--- src/rtl/wavegen_dds.sv ---
// wavegen_dds: direct-digital-synthesis sample generator feeding spi2dac.
// A phase accumulator advances on each sample tick; the top phase bits are
// mapped to sine/sawtooth/triangle/square, then the excursion about midscale
// (512) is attenuated by a power of two. Three-stage pipeline, tick -> output
// in two cycles, fully pipelined for back-to-back ticks.
//
// Output handshake: sample_valid is a valid-only strobe with no ready. It is
// high for exactly the one cycle in which data_out takes a new value; data_out
// then holds until the next strobe, so the consumer may take it at any later
// point (spi2dac samples it on its own load).
module wavegen_dds #(
    parameter int PHASE_W = 16
) (
    input  logic               sysclk,
    input  logic               rst_n,
    input  logic               tick,
    input  logic [PHASE_W-1:0] freq_word,
    input  logic [1:0]         wave_sel,
    input  logic [1:0]         atten,
    output logic [9:0]         data_out,
    output logic               sample_valid
);

    localparam logic [1:0] WAVE_SINE = 2'b00;
    localparam logic [1:0] WAVE_SAW  = 2'b01;
    localparam logic [1:0] WAVE_TRI  = 2'b10;

    // Quarter-wave sine magnitudes, round(511*sin(2*pi*(k+0.5)/256)).
    // The half-step offset makes the wave symmetric, so no entry is zero
    // and the quadrant mirroring needs no special cases.
    localparam logic [8:0] SINE_Q [64] = '{
        9'd6,   9'd19,  9'd31,  9'd44,  9'd56,  9'd69,  9'd81,  9'd94,
        9'd106, 9'd118, 9'd130, 9'd142, 9'd154, 9'd166, 9'd178, 9'd190,
        9'd201, 9'd213, 9'd224, 9'd235, 9'd246, 9'd257, 9'd268, 9'd279,
        9'd289, 9'd299, 9'd309, 9'd319, 9'd329, 9'd338, 9'd348, 9'd357,
        9'd366, 9'd374, 9'd383, 9'd391, 9'd399, 9'd407, 9'd414, 9'd421,
        9'd428, 9'd435, 9'd441, 9'd448, 9'd454, 9'd459, 9'd465, 9'd470,
        9'd474, 9'd479, 9'd483, 9'd487, 9'd491, 9'd494, 9'd497, 9'd500,
        9'd502, 9'd505, 9'd506, 9'd508, 9'd509, 9'd510, 9'd511, 9'd511
    };

    // Stage 0 state: accumulator plus the controls captured with the tick.
    logic [PHASE_W-1:0] r_phase;
    logic               r_s1_valid;
    logic [1:0]         r_s1_sel;
    logic [1:0]         r_s1_atten;

    // Stage 1 state: raw waveform sample and the attenuation that goes with it.
    logic [9:0]         r_raw;
    logic               r_s2_valid;
    logic [1:0]         r_s2_atten;

    // w_top holds phase bits P[15:5]; the lower phase bits never reach the
    // waveform mapping, they only carry fractional frequency resolution.
    logic [10:0]        w_top;
    logic [5:0]         w_q_idx;
    logic [8:0]         w_q_mag;
    logic [9:0]         w_sine;
    logic [9:0]         w_raw;
    logic signed [10:0] w_exc;
    logic signed [10:0] w_att;
    logic [9:0]         w_out;

    assign w_top   = r_phase[PHASE_W-1 -: 11];

    // Quadrants 1 and 3 walk the table backwards (63-i == ~i for 6 bits);
    // the lower half-cycle mirrors about 511.5 rather than 512.
    assign w_q_idx = w_top[9] ? ~w_top[8:3] : w_top[8:3];
    assign w_q_mag = SINE_Q[w_q_idx];
    assign w_sine  = w_top[10] ? (10'd511 - {1'b0, w_q_mag})
                               : (10'd512 + {1'b0, w_q_mag});

    // Waveform select on the phase captured at the last tick.
    always_comb begin
        w_raw = 10'd0;
        case (r_s1_sel)
            WAVE_SINE: w_raw = w_sine;
            WAVE_SAW:  w_raw = w_top[10:1];
            WAVE_TRI:  w_raw = w_top[10] ? ~w_top[9:0] : w_top[9:0];
            default:   w_raw = {10{~w_top[10]}};
        endcase
    end

    // Signed excursion about midscale, arithmetic-shifted toward midscale.
    // The shifted value stays within -512..511, so re-centering cannot wrap.
    assign w_exc = $signed({1'b0, r_raw}) - 11'sd512;
    assign w_att = w_exc >>> r_s2_atten;
    assign w_out = 10'(w_att + 11'sd512);

    // Stage 0: advance the phase and capture controls on each tick.
    always_ff @(posedge sysclk) begin
        if (!rst_n) begin
            r_phase    <= '0;
            r_s1_valid <= 1'b0;
            r_s1_sel   <= 2'b00;
            r_s1_atten <= 2'b00;
        end else begin
            r_s1_valid <= tick;
            if (tick) begin
                r_phase    <= r_phase + freq_word;
                r_s1_sel   <= wave_sel;
                r_s1_atten <= atten;
            end
        end
    end

    // Stage 1: register the raw waveform sample.
    always_ff @(posedge sysclk) begin
        if (!rst_n) begin
            r_raw      <= 10'd0;
            r_s2_valid <= 1'b0;
            r_s2_atten <= 2'b00;
        end else begin
            r_s2_valid <= r_s1_valid;
            if (r_s1_valid) begin
                r_raw      <= w_raw;
                r_s2_atten <= r_s1_atten;
            end
        end
    end

    // Stage 2: attenuate and present the sample; hold it between updates.
    always_ff @(posedge sysclk) begin
        if (!rst_n) begin
            data_out     <= 10'd512;
            sample_valid <= 1'b0;
        end else begin
            sample_valid <= r_s2_valid;
            if (r_s2_valid) begin
                data_out <= w_out;
            end
        end
    end

endmodule

--- config.mk ---
export PLATFORM = sky130hd
export DESIGN_NAME = wavegen_dds
export DESIGN_NICKNAME = d
export VERILOG_FILES = /design/src/rtl/wavegen_dds.sv
export SDC_FILE = /design/constraint.sdc
export NUM_CORES = 1
export LEC_CHECK = 0
export BUFFER_PORTS_ARGS = -buffer_cell sky130_fd_sc_hd__buf_2
export CAP_MARGIN = 20
export CORE_UTILIZATION = 62
export DETAILED_ROUTE_END_ITERATION = 12
export PLACE_DENSITY = 0.82
export SLEW_MARGIN = 30
export SYNTH_ARGS = -nofsm -noshare
export SYNTH_HDL_FRONTEND = slang
export SYNTH_SLANG_ARGS = --single-unit
--- constraint.sdc ---
create_clock -name sysclk -period 3.85 [get_ports sysclk]
set_input_delay 0.1925 -clock sysclk [delete_from_list [all_inputs] [get_ports sysclk]]
set_output_delay 0.1925 -clock sysclk [all_outputs]
set_load 0.02 [all_outputs]
==> results.yml, run 1 <==
outcome:
  status: "finished, final reports clean"
placed_design:
  preCtsSetupSlack_ps: 763.5
  post-dp-hpwl_mm: 8.667
  place_congestion: 1.004
  port_buffers: 33
timing:
  rsz0062_at_grt: "false"
  setup_slack_ps: 689.2
  fin_tns_setup_ps: 0
  fin_crit_sh: 0.8210
  post-route-min-period_ps: 3161
  hold_violations: 0
  skew_ps: 9.926
  slew_headroom: 0.3860
  setup_viol: 0
  fmax_ghz: 0.3164
  drv_slew: 0
  tightest_slew_ps: 919.7
worst_setup_path:
  crit_path_start: "r_phase[14]"
  cp_cell_sequence: "xor2_1 -> inv_1 -> ha_1 -> or2_0 -> or4_1 -> a22oi_1 -> nor4_1 -> a21oi_1 -> xor2_1 -> a31oi_1"
  slowest_delay_ps: 470
  worstReg2RegStart: "r_phase[14]"
  cp-end-kind: "flop"
  cp_max_fo: 11
  critical_path_required_ps: 4010
  reg2reg_slack_ps: 690
  endpoint: "r_raw[3]"
  cp_common_cell: "xor2_1"
  startpoint_type: "flop"
  rr_worst_depth: 10
  crit_type: "reg -> reg"
  worstPathArrival_ps: 3320
  cp_slowest_cell: "dfxtp_2"
  reg2reg_to: "r_raw[3]"
power:
  ir_worst_vdd_mv: 0.2770
  power_switching_uw: 1153
  comb_power_share: 0.605
  powerDensity_nw_per_um2: 492.7
  intPower_uw: 1247
  netSwitchingFraction: 0.4803
  seqPwrFrac: 0.266
  clkPwrFrac: 0.129
  p_leak_uw: 0.001885
synth:
  synth_area_um2: 4737
  synthesis.nets: 647
  postSynthAreaPerCell_um2: 7.921
  synth_seq_area_share: 0.1902
  synth_cell_type_count: 84
  synth_edf_count: 0
  synth_top_cell_by_area: "dfxtp_1"
  yosysWarnings: 0
  netlist_instances: 598
  synthFlopType: "dfxtp_1"
  async_reset_ff_frac: 0
  yosys.area.top_type_share: 0.1902
  yosys-top-cells-area: "dfxtp_1 (19%), mux2i_1 (7.2%), ha_1 (6.6%)"
  synth-seq-cells: 45
run:
  maxCapViolCount: 0
detailed_routing:
  drt_iter0_drc: 615
  first_pass_iters: 5
  via_count: 4667
  wl_mm: 12.33
  drc: 0
  avgViaCountPerCell: 6.754
  avgRoutedWirePerCell_um: 17.85
  ant_nets: 0
cts:
  path_clk_slew_ps: 100
  cts_buffer_depth: 2
  hold_buffers: 0
  numCtsBuffers: 5
  cts_tree: "done"
  post_cts_resized: 0
  post-cts-setup-buffer-count: 0
  cts_max_level: 2
  clk_latency_ps: 300
  cts.sinks: 45
  clockRootBuffer: "clkbuf_8"
finish:
  drive_gt1_frac: 0.1318
  finish.utilization: 0.6646
  area_growth_pct: 2.853
  antennaDiodeCount: 0
  fin_nets: 640
die:
  die_h_um: 89.41
  io_pins: 34
  rows: 31
  core-area_um2: 7331
  die_width_um: 89.41
  start_util: 0.6462
  die_area_um2: 7994
grt:
  antenna_found_initial: 0
  grt_max_degree: 58
  grt_pass1_vias: 4050
  overflow: 0
  grt_usage: 0.3174
  grt_pass1_wl_mm: 19.85
min_path:
  hold_class: "in -> reg"
  min_from: "wave_sel[1]"
==> kinds of logic (layout without fill, tap and decap cells) <==
logic type	count (synthesis)	in the layout	share of synthesized area
AOI/OAI and AO/OA	199	199	0.2945
xor gates and xnor gates	26	26	0.05203
DFF	45	45	0.1902
adders and majority gates	26	26	0.07026
muxes	40	40	0.09562
buffers and inverters	72	66	0.08056
and+or+nand+nor	190	190	0.2169
==> cell usage in the layout (no fill, tap or decap), types with 4 or more instances in the layout <==
cell      Yosys  routed
nand2_1      43      43
dfxtp_1      45      43
o21ai_0      35      35
nor2b_1      35      35
mux2i_1      34      34
a21oi_1      33      33
buf_2        22      33
nor2_1       31      31
ha_1         25      25
nand2b_1     18      18
xor2_1       14      14
o22ai_1      13      13
inv_1        12      12
a31oi_1      12      12
o211ai_1     11      11
xnor2_1      11      11
buf_4         4      10
or3_1         9       9
o32ai_1       9       9
nor3_1        8       8
nand3_1       7       7
o21ai_1       7       7
a211oi_1      6       6
nand3b_1      6       6
and2_1        6       6
a21boi_0      5       5
o211a_1       5       5
o221ai_1      5       5
clkbuf_8      0       5
mux4_2        4       4
o21bai_1      4       4
a22o_1        4       4
o31ai_1       4       4
a22oi_1       4       4
==> critical path: cells and delay by family (launching register included) <==
family / cells / cell delay (ps)
flip-flops: 1 / 470
adder cells (fa/ha/maj): 1 / 380
AO/OA/AOI/OAI: 3 / 520
XOR/XNOR: 2 / 580
buffers and inverters: 1 / 200
AND/OR/NAND/NOR: 3 / 880
==> how the worst min path moves through the flow <==
stage	to	slack (ps)	cells past startpoint
2_1_floorplan	r_s1_atten[0]	360	2
3_3_place_gp	r_s1_sel[1]	450	3
3_5_place_dp	data_out[9]	460	2
4_1_cts	r_s1_atten[1]	140	3
5_1_grt	r_s1_sel[1]	160	3
6_report	r_s1_sel[1]	150	3
==> power by group through the flow <==
stage               combinational, uW  clock (uW)  sequential (uW)
CTS                              1420         314              632
finish                           1450         310              637
floorplan                        1210           0              562
global placement                 1370           0              638
global route                     1580         333              650
detailed placement               1410           0              643
==> sequential cells by signal, indices dropped and copies added (netlist names) <==
| name | count |
|---|---|
| r_phase | 16 |
| data_out | 10 |
| r_raw | 10 |
| r_s1_atten | 2 |
| r_s1_sel | 2 |
| r_s2_atten | 2 |
| r_s1_valid | 1 |
| r_s2_valid | 1 |
| sample_valid | 1 |
==> cell usage after synthesis (7+ instances only) <==
master,count
buf_2,22
mux2i_1,34
xnor2_1,11
clkbuf_1,21
a21oi_1,33
a31oi_1,12
o211ai_1,11
or3_1,9
xor2_1,14
nand3_1,7
o21ai_0,35
ha_1,25
o21ai_1,7
nor2_1,31
o32ai_1,9
nor3_1,8
o22ai_1,13
nor2b_1,35
inv_1,12
buf_6,7
nand2_1,43
dfxtp_1,45
nand2b_1,18
==> final cells by class <==
type,count,area (um^2)
clock inverter,3,25.02
fill,622,2459
clock buffer,5,68.82
timing repair buffer,43,240.2
inverter,15,56.30
multi-input combinational,481,3455
tap,99,123.9
sequential,45,903.4
==> metrics by stage <==
| stage | hold slack (ps) | std cells | power [uW] | cell area, um^2 |
|---|---|---|---|---|
| global placement | 446.1 | 683 | 2013 | 4777 |
| detailed placement | 461.9 | 683 | 2056 | 4777 |
| global route | 157.4 | 691 | 2560 | 4872 |
| CTS | 143.6 | 691 | 2365 | 4871 |
| finish | 146.4 | 691 | 2401 | 4872 |
| floorplan | 361.9 | 598 | 1777 | 4737 |
==> metal layers <==
layer	wire, um	up-vias	global-route usage	share of wire
met5	0	-	0	0
met4	156	0	0.07215	0.013
met3	968	23	0.04617	0.078
met2	5783	268	0.5226	0.47
met1	5425	2173	0.4387	0.44
li1	-	2203	-	-
No activity file was read; power rests on OpenSTA's default activity.
==> run 2: changes to the inputs <==
--- a/config.mk
+++ b/config.mk
@@ -5,11 +5,12 @@
 export SDC_FILE = /design/constraint.sdc
 export NUM_CORES = 1
 export LEC_CHECK = 0
+export ABC_AREA = 1
 export BUFFER_PORTS_ARGS = -buffer_cell sky130_fd_sc_hd__buf_2
 export CAP_MARGIN = 20
-export CORE_UTILIZATION = 62
+export CORE_UTILIZATION = 55
 export DETAILED_ROUTE_END_ITERATION = 12
-export PLACE_DENSITY = 0.82
+export PLACE_DENSITY = 0.77
 export SLEW_MARGIN = 30
 export SYNTH_ARGS = -nofsm -noshare
 export SYNTH_HDL_FRONTEND = slang
==> constraint.sdc (replaced) <==
create_clock -name sysclk -period 2.55 [get_ports sysclk]
set_input_delay 0.1275 -clock sysclk [delete_from_list [all_inputs] [get_ports sysclk]]
set_output_delay 0.1275 -clock sysclk [all_outputs]
set_load 0.02 [all_outputs]
==> results.yml, run 2 <==
worst_setup_path:
  crit_path_start: "r_phase[14]"
  worstPathArrival_ps: 2460
  startpoint_type: "flop"
  critical_path_required_ps: 2760
  cp_cell_sequence: "buf_4 -> nand2_1 -> nand2_2 -> ha_1 -> inv_1 -> nand3_1 -> nand2_1 -> nand2_1 -> nand2_1 -> nand2_1 -> nand3_1 -> nand3_1 -> nand3_1 -> nand3_1 -> nand2_1 -> inv_1"
  worstReg2RegStart: "r_phase[14]"
  cp_max_fo: 11
  cp_common_cell: "nand2_1"
  crit_type: "reg -> reg"
  cp_slowest_cell: "dfxtp_1"
  slowest_delay_ps: 410
  cp-end-kind: "flop"
finish:
  fin_nets: 713
  antennaDiodeCount: 0
  drive_gt1_frac: 0.1023
  fillers: 666
  layout_commonest_cell: "nand2_1"
  largest_register_ffs: 16
  area_growth_pct: 8.211
  reg_top3: "r_phase: 16 flops, data_out: 10 flops, r_raw: 10 flops"
  top_register: "r_phase"
  final_cell_mix: "nand2_1 (172), nand3_1 (94), inv_1 (79)"
synth:
  synth_edf_count: 0
  async_reset_ff_frac: 0
  synthSimpleGateAreaFrac: 0.3642
  yosysMostFrequentCell: "nand2_1"
  synth_xor_area_frac: 0.03546
  synth_area_um2: 3916
  yosys.area.top_type_share: 0.2300
  synth_compound_area_frac: 0.1703
  synth_top_cell_by_area: "dfxtp_1"
  yosysWarnings: 0
  synth_seq_area_share: 0.2300
  synth_cell_type_count: 36
  muxShareOfSynthArea: 0
  netlist_top_cells_count: "nand2_1 (173), nand3_1 (94), inv_1 (80), o21ai_0 (56)"
  postSynthAreaPerCell_um2: 6.100
  yosys-top-cells-area: "dfxtp_1 (23%), nand2_1 (17%), nand3_1 (12%)"
  netlist_instances: 642
  synth_top_family_by_area: "simple AND/OR/NAND/NOR gates"
  synthesis.nets: 691
  synth_adder_area_share: 0.08498
  synthFlopType: "dfxtp_1"
  synth-seq-cells: 45
detailed_routing:
  avgViaCountPerCell: 5.499
  ant_nets: 0
  via_count: 4185
  first_pass_iters: 5
  drc: 0
  drt_iter0_drc: 335
  wl_mm: 9.956
  avgRoutedWirePerCell_um: 13.08
cts:
  path_clk_slew_ps: 90
  cts_tree: "done"
  cts_max_level: 2
  clk_latency_ps: 300
  cts.sinks: 45
  clockRootBuffer: "clkbuf_8"
  numCtsBuffers: 5
  cts_buffer_depth: 2
grt:
  grt_pass1_wl_mm: 17.31
  antenna_found_initial: 0
  grt_pass1_vias: 3926
  grt_usage: 0.2874
  grt_max_degree: 28
  overflow: 0
die:
  die_width_um: 86.38
  core-area_um2: 6832
  start_util: 0.5733
  die_area_um2: 7462
  rows: 30
  die_h_um: 86.38
  io_pins: 34
outcome:
  status: "finished, final reports clean"
placed_design:
  port_buffers: 33
  post-dp-hpwl_mm: 7.522
  place_congestion: 0.9288
timing:
  setup_viol: 0
  tightest_slew_ps: 668.1
  rsz0062_at_grt: "false"
  slew_headroom: 0.5519
  fmax_ghz: 0.4447
  fin_tns_setup_ps: 0
  post-route-min-period_ps: 2248
  skew_ps: 5.752
  whs_ps: 43.80
  drv_slew: 0
  hold_violations: 0
  fin_crit_sh: 0.8817
run:
  maxCapViolCount: 0
power:
  p_leak_uw: 0.002249
  powerDensity_nw_per_um2: 630.4
  ir_worst_vdd_mv: 0.3491
min_path:
  min_from: "atten[0]"
  hold_class: "in -> reg"
==> run 2: cell types whose count changed in the layout (fill, tap and decap cells not counted), moves of 18 or more <==
cell,change
inv_1,+67
mux2i_1,-34
nand2_1,+129
nand2b_1,-18
nand3_1,+87
nor2b_1,-35
o21ai_0,+21
==> run 2: cells by family after synthesis <==
group,count (synthesis)
simple gates,328
compound gates,121
buf+inv,107
flops,45
fa+ha+maj,26
xor+xnor,15
==> run 2: routing by layer <==
layer  share of wire  vias up  GRT usage
met5               0        -          0
met4           0.021        0     0.1061
met3           0.056       23    0.04095
met2            0.47      134     0.4784
met1            0.46     1886     0.3785
li1                -     2142          -
==> run 2: cell type report <==
cell class              instances  area (um^2)  share of cell area
multi-input cells             490         2575              0.6076
flip-flops and latches         45        900.9              0.2126
inverters                      83        311.5             0.07352
repair buffers                 39        210.2             0.04960
well taps                      96        120.1             0.02834
clock buffers                   6        82.58             0.01949
clock inverters                 2        37.54            0.008857
==> run 2: worst max-delay path: cells and delay by family (launching register included) <==
| kind | cells | cell delay [ps] |
|---|---|---|
| and+or+nand+nor | 12 | 1050 |
| DFF | 1 | 410 |
| buffers and inverters | 3 | 380 |
| adders and majority gates | 1 | 310 |
==> run 2: final timing paths <==
path	endpoint	slack [ps]	cells past startpoint
min reg2reg	data_out[9]	460	2
min	r_s1_atten[0]	40	3
max reg2reg	r_raw[4]	300	16
max	r_raw[4]	300	16
==> run 2: per-stage QoR <==
stage,power [uW],utilization,cells,setup WS (ps),area [um^2]
floorplan,1825,-,642,312.1,3916
global placement,2066,0.6013,753,305.9,4108
detailed placement,2085,0.6024,753,234.6,4115
CTS,2659,0.6200,761,219.6,4235
global route,2899,0.6203,761,19.51,4238
finish,2672,0.6203,761,301.5,4238
==> run 2: what timing repair did <==
action,4_1_cts,5_1_grt
hold buffers,0,0
setup endpoints to repair,0,1
buffers inserted,0,0
hold endpoints to repair,0,0
resized for setup,0,2
==> run 2: power by group <==
part	internal (uW)	leakage (uW)	switching (uW)
combinational	440	0.00182	847
sequential	761	0.000371	51.8
clock	319	0.0000574	253
total	1520	0.00225	1150
